### src/rtl/sha256_round_ctrl.sv
// SHA-256 round sequencer: buffers one block, paces W_t to the core, expands W_16..W_63
// in place with one adder and latches the digest. Define SHA256_ROUND_CTRL_ERR_EN for err.
module sha256_round_ctrl (
    input  logic         clk,
    input  logic         rst_n,
    input  logic         blk_wr_en,
    input  logic [3:0]   blk_wr_addr,
    input  logic [31:0]  blk_wr_data,
    input  logic         go,
    output logic         comp_start,
    output logic [31:0]  comp_wt,
    input  logic         comp_stn,
    input  logic         comp_done,
    input  logic [255:0] comp_digest,
    output logic [255:0] digest_out,
    output logic         busy,
    output logic         done,
    output logic         err
);

    typedef enum logic [3:0] {
        StIdle, StStart, StWaitRise, StFetch, StE1, StE2, StE3, StE4, StWaitDone, StDone
    } state_e;

    state_e        state_q, state_d;
    logic [31:0]   wbuf_q [16];
    logic [5:0]    rnd_q, rnd_d;
    logic [31:0]   acc_q, acc_d;
    logic [31:0]   comp_wt_q, comp_wt_d;
    logic          comp_start_q, comp_start_d;
    logic [255:0]  digest_q, digest_d;
    logic          busy_q, busy_d;
    logic          done_q, done_d;
    logic          stn_q;
    logic          rise;

    logic          wr_en;
    logic [3:0]    wr_idx;
    logic [31:0]   wr_data;

    logic [3:0]    j;
    logic [3:0]    idx_m2, idx_m7, idx_m15;
    logic [31:0]   add_a, add_b, sum;

    function automatic logic [31:0] sig0(input logic [31:0] x);
        return {x[6:0], x[31:7]} ^ {x[17:0], x[31:18]} ^ {3'b0, x[31:3]};
    endfunction

    function automatic logic [31:0] sig1(input logic [31:0] x);
        return {x[16:0], x[31:17]} ^ {x[18:0], x[31:19]} ^ {10'b0, x[31:10]};
    endfunction

    assign rise = comp_stn & ~stn_q;

    // Slot j&15 holds W_j-16 until E4 overwrites it with W_j.
    assign j       = rnd_q[3:0];
    assign idx_m2  = j + 4'd14;
    assign idx_m7  = j + 4'd9;
    assign idx_m15 = j + 4'd1;

    always_comb begin
        add_a = (state_q == StE1) ? 32'd0 : acc_q;
        case (state_q)
            StE1:    add_b = sig1(wbuf_q[idx_m2]);
            StE2:    add_b = wbuf_q[idx_m7];
            StE3:    add_b = sig0(wbuf_q[idx_m15]);
            StE4:    add_b = wbuf_q[j];
            default: add_b = 32'd0;
        endcase
        sum = add_a + add_b;
    end

    always_comb begin
        state_d      = state_q;
        rnd_d        = rnd_q;
        acc_d        = acc_q;
        comp_wt_d    = comp_wt_q;
        comp_start_d = 1'b0;
        digest_d     = digest_q;
        busy_d       = busy_q;
        done_d       = 1'b0;
        wr_en        = 1'b0;
        wr_idx       = 4'd0;
        wr_data      = 32'd0;

        case (state_q)
            StIdle: begin
                if (blk_wr_en) begin
                    wr_en   = 1'b1;
                    wr_idx  = blk_wr_addr;
                    wr_data = blk_wr_data;
                end
                // W0 is loaded at go acceptance so the core sees it alongside comp_start.
                if (go) begin
                    state_d      = StStart;
                    comp_start_d = 1'b1;
                    busy_d       = 1'b1;
                    rnd_d        = 6'd0;
                    comp_wt_d    = (blk_wr_en && blk_wr_addr == 4'd0) ? blk_wr_data : wbuf_q[0];
                end
            end
            StStart: state_d = StWaitRise;
            StWaitRise: begin
                if (rise) begin
                    if (rnd_q == 6'd63) begin
                        state_d = StWaitDone;
                    end else begin
                        rnd_d   = rnd_q + 6'd1;
                        state_d = (rnd_q < 6'd15) ? StFetch : StE1;
                    end
                end
            end
            StFetch: begin
                comp_wt_d = wbuf_q[j];
                state_d   = StWaitRise;
            end
            StE1: begin
                acc_d   = sum;
                state_d = StE2;
            end
            StE2: begin
                acc_d   = sum;
                state_d = StE3;
            end
            StE3: begin
                acc_d   = sum;
                state_d = StE4;
            end
            StE4: begin
                wr_en     = 1'b1;
                wr_idx    = j;
                wr_data   = sum;
                comp_wt_d = sum;
                state_d   = StWaitRise;
            end
            StWaitDone: begin
                if (comp_done) begin
                    digest_d = comp_digest;
                    done_d   = 1'b1;
                    state_d  = StDone;
                end
            end
            StDone: begin
                busy_d  = 1'b0;
                state_d = StIdle;
            end
            default: state_d = StIdle;
        endcase
    end

    always_ff @(posedge clk or negedge rst_n) begin
        if (!rst_n) begin
            state_q      <= StIdle;
            rnd_q        <= 6'd0;
            acc_q        <= 32'd0;
            comp_wt_q    <= 32'd0;
            comp_start_q <= 1'b0;
            digest_q     <= 256'd0;
            busy_q       <= 1'b0;
            done_q       <= 1'b0;
            stn_q        <= 1'b0;
        end else begin
            state_q      <= state_d;
            rnd_q        <= rnd_d;
            acc_q        <= acc_d;
            comp_wt_q    <= comp_wt_d;
            comp_start_q <= comp_start_d;
            digest_q     <= digest_d;
            busy_q       <= busy_d;
            done_q       <= done_d;
            stn_q        <= comp_stn;
        end
    end

    always_ff @(posedge clk or negedge rst_n) begin
        if (!rst_n) begin
            for (int i = 0; i < 16; i++) wbuf_q[i] <= 32'd0;
        end else if (wr_en) begin
            wbuf_q[wr_idx] <= wr_data;
        end
    end

    assign comp_start = comp_start_q;
    assign comp_wt    = comp_wt_q;
    assign digest_out = digest_q;
    assign busy       = busy_q;
    assign done       = done_q;

`ifdef SHA256_ROUND_CTRL_ERR_EN
    logic err_q;
    logic err_evt;

    always_comb begin
        err_evt = 1'b0;
        if (rise && (state_q inside {StFetch, StE1, StE2, StE3, StE4, StWaitDone})) begin
            err_evt = 1'b1;
        end
        if (comp_done && (state_q != StWaitDone)) begin
            err_evt = 1'b1;
        end
    end

    always_ff @(posedge clk or negedge rst_n) begin
        if (!rst_n) begin
            err_q <= 1'b0;
        end else if (err_evt) begin
            err_q <= 1'b1;
        end
    end

    assign err = err_q;
`else
    assign err = 1'b0;
`endif

endmodule

### config.mk
export PLATFORM = sky130hd
export DESIGN_NAME = sha256_round_ctrl
export DESIGN_NICKNAME = d
export VERILOG_FILES = /design/src/rtl/sha256_round_ctrl.sv
export SDC_FILE = /design/constraint.sdc
export NUM_CORES = 2
export LEC_CHECK = 0
export BUFFER_PORTS_ARGS = -buffer_cell sky130_fd_sc_hd__buf_4
export CAP_MARGIN = 15
export CORE_ASPECT_RATIO = 0.6
export CORE_UTILIZATION = 30
export CTS_CLUSTER_DIAMETER = 30
export DETAILED_ROUTE_END_ITERATION = 12
export GPL_ROUTABILITY_DRIVEN = 0
export PLACE_DENSITY = 0.45
export SETUP_SLACK_MARGIN = 0.02
export SYNTH_ARGS = -nofsm -noshare
export SYNTH_HDL_FRONTEND = slang
export SYNTH_SLANG_ARGS = --single-unit
### constraint.sdc
create_clock -name clk -period 8.3 [get_ports clk]
set_input_delay 0.415 -clock clk [delete_from_list [all_inputs] [get_ports clk]]
set_output_delay 0.415 -clock clk [all_outputs]
set_load 0.005 [all_outputs]
==> key figures <==
Worst setup path
  – Setup Crit Path Kind: flop to flop
  – Reg2Reg Setup Slack: 1.44 ns
  – Setup crit end kind: flop
  – Worst-path fanout max: 43
  – Reg2Reg Capture Point: wbuf_q[127]
  – RR Startpoint: rnd_q[0]
  – WP data arrival: 7.53 ns
  – Critical Path Source Type: flop
  – Critical Path RT: 8.97 ns
  – Reg2Reg Depth: 18
  – CP startpoint: rnd_q[0]

Routing
  – ANT nets after route: 0
  – Routed WL per cell: around 27 um
  – Final WL: 196000 um
  – DRT iter0 DRCs: roughly 3900
  – Via count: approximately 39000
  – First drt pass iteration count: 10
  – Number of remaining DRC errors: 12
  – DR vias/cell: between 5 and 6

Global route
  – Initial antenna violation count: 4
  – GR Overflow Total: 0
  – Largest net degree at the start of global routing: 152
  – All-Layer GR Usage: 24.0%
  – Vias in the first global route: roughly 39000
  – First-pass GRT wire length: between 200000 and 300000 um

Floorplanning
  – Initial Util: 30.2%
  – Placement Rows: around 110
  – Top Ports: 590
  – Die Y-Extent: 312 um
  – Die area: 0.161 mm^2
  – Core area: 0.158 mm^2
  – Die Wd: a little over 500 um

Logic synthesis
  – Largest family of logic cells by synthesized area: multiplexers
  – Synth Area in Simple Gates: 8.78%
  – Synth Instances: about 4200
  – Ys flop type: dfrtp_1
  – Synth async-reset ratio: 100%
  – Post-synthesis compound-gate area fraction: 11.2%
  – Avg Inst Size Synth: 11.4 um^2
  – Mapped Area: 0.0479 mm^2
  – Sequential fraction of the synthesis area: 44.2%
  – Post-synth cell types: 79
  – Post-synth top area cell: dfrtp_1
  – Area share of fa/ha/maj cells after synthesis: less than 1%
  – Commonest cells in the netlist: dfrtp_1 (846), nor2_1 (465), a21oi_1 (380)
  – Post-synthesis mux area share: 28.1%
  – Xor and xnor area share after synthesis: 2.72%
  – Post-synth EDFFs: 0
  – Share of the synthesized area in the top cell type: 44.2%
  – Synthesized flop and latch total: 846
  – Largest cells by area after synthesis: dfrtp_1 (44%), mux4_2 (14%), mux2_2 (6.6%), mux2i_1 (6.1%), a21oi_1 (4.0%)
  – Syn Nets: ~4500
  – Yosys warns: 0
  – Most frequent cell after synthesis: dfrtp_1

Timing
  – Slew @ Worst Pin: 1.32 ns
  – Worst rel slew slack: 12.2%
  – Final Setup Violations: 0
  – Layout Skew: between 0.1 and 0.15 ns
  – Final TNS setup: 0 ns
  – Hold slack final: 0.0515 ns
  – Fin. max-slew vios: 0
  – Final Hold Fails: 0
  – Setup WS post-layout: between 1 and 1.5 ns
  – Max frequency: 146 MHz
  – RSZ-0062 raised after global routing: no
  – Min Tclk post-route: about 7 ns
  – Period utilization: 82.7%

Run status
  – Outcome: finished with violations
  – Failing checks: DRC

Worst hold path
  – Hold endpoint: wbuf_q[67]
  – Worst min-delay path startpoint: blk_wr_data[3]
  – Hold depth: 3
  – Hold crit path type: primary input to flop

Clocking
  – CTS buffer count: 194
  – H-tree lvl count: 4
  – CTS tree: done
  – PostCTS Resize Cnt: 0
  – Clock transition at path regs: 0.05 ns
  – Clk sink count: 846
  – Clock buffer depth: 4
  – Clk root buf: clkbuf_16
  – Worst skew pair latency: 0.85 ns

Placed design
  – DP HPWL: between 100000 and 150000 um
  – Port Buffer Count: 588
  – Dpl ws: 1.53 ns

Job
  – Max cap viols: 0

Power
  – Power Density: 352 mW/mm^2
  – Maximum VDD drop: 252 uV
  – Leakage: 28.3 nW

Finish
  – Fillers: approximately 15000
  – Share of layout cells above drive strength 1: about 33%
  – Area of the multi-input gates: 0.0250 mm^2
  – Area delta synth->final: 33.0%
  – Final Core Density: 40.2%
  – Layout Nets: roughly 5400
  – Register Area: 0.0212 mm^2
## what timing repair did
| item | 4_1_cts | 5_1_grt |
|---|---|---|
| endpoints found under the hold margin | 347 | 0 |
| setup buffers | 0 | 0 |
| hold buffers | 262 | 0 |
| endpoints found under the setup margin | 0 | 0 |
## worst max path at each step
stage                        to  slack [ns]  cells past startpoint
finish              wbuf_q[127]        1.44                     18
global route        wbuf_q[168]        1.11                     21
CTS                 wbuf_q[359]        1.52                     18
detailed placement  wbuf_q[359]        1.53                     18
global placement      wbuf_q[7]        1.52                     18
floorplan           wbuf_q[212]        2.07                     23
## logic make-up after synthesis
family                   after synthesis
multiplexers                         901
XOR/XNOR                             148
other                                  1
buffers and inverters                380
adder cells (fa/ha/maj)               35
AO/OA/AOI/OAI                        906
flip-flops                           846
AND/OR/NAND/NOR                      999
## stage by stage
step	power (mW)	cells	area [um^2]
floorplan	11.4	4216	47900
global route	23.3	7307	63700
detailed placement	14.4	6690	54400
CTS	22.4	7301	63700
global placement	14.4	6690	54400
finish	22.4	7309	63800
## placed cells by master, fill, tap and decap left out, drive strengths merged, types with 23 or more instances in the layout
master       count
buf            718
clkbuf         233
a31oi          104
a21oi          380
a211oi          27
o21ai          212
and2            51
nor2           465
ha              34
nand2          348
clkinvlp        24
a21o            23
mux2           279
dlygate4sd3    262
mux2i          310
xor2            47
dfrtp          846
mux4           312
xnor2          101
clkinv          49
inv             36
## final cells by class
class | instances | share of cell area [%]
Multi-Input combinational cell | 2990 | 39.2
Sequential cell | 846 | 33.2
Timing Repair Buffer | 980 | 12.9
Clock buffer | 233 | 8.28
Tap cell | 2127 | 4.17
Clock inverter | 116 | 2.12
Inverter | 14 | 0.0864
Antenna cell | 3 | 0.0118
## worst max-delay path, stage by stage, from the launching register on
cell and delay (ns):
dfrtp_4 0.76, ha_4 0.56, buf_12 0.29, mux4_2 0.56, mux2i_1 0.39, mux2i_1 0.17, buf_4 0.22, xor2_1 0.18
xnor2_1 0.42, o221ai_1 0.20, ha_1 0.44, a21oi_1 0.29, o21ai_0 0.22, nor3_1 0.22, nand4_1 0.36, nand4_1 0.35
nand2_1 0.37, nor3b_1 0.27, or3_1 0.36
## flip-flops by register name, indices dropped and copies added (netlist names)
name        cells
wbuf_q        512
digest_out    256
done            1
rnd_q           6
state_q         4
comp_wt        32
comp_start      1
busy            1
stn_q           1
acc_q          32
## power by group
| part | switching, mW | internal [mW] | total (mW) |
|---|---|---|---|
| Clock | 2.63 | 5.19 | 7.81 |
| Combinational | 5.23 | 4.08 | 9.31 |
| Sequential | 0.618 | 4.69 | 5.31 |
## metal layers
metal  up-vias  global-route usage (%)  part of all wire (%)
met1     20200                    36.1                    47
met4         0                    5.74                   2.1
met2      1707                    33.7                    42
met3       277                    6.33                   9.2
met5         -                       0                     0
li1      17200                       -                     -
Note: power is estimated with default switching activity, not from simulation.
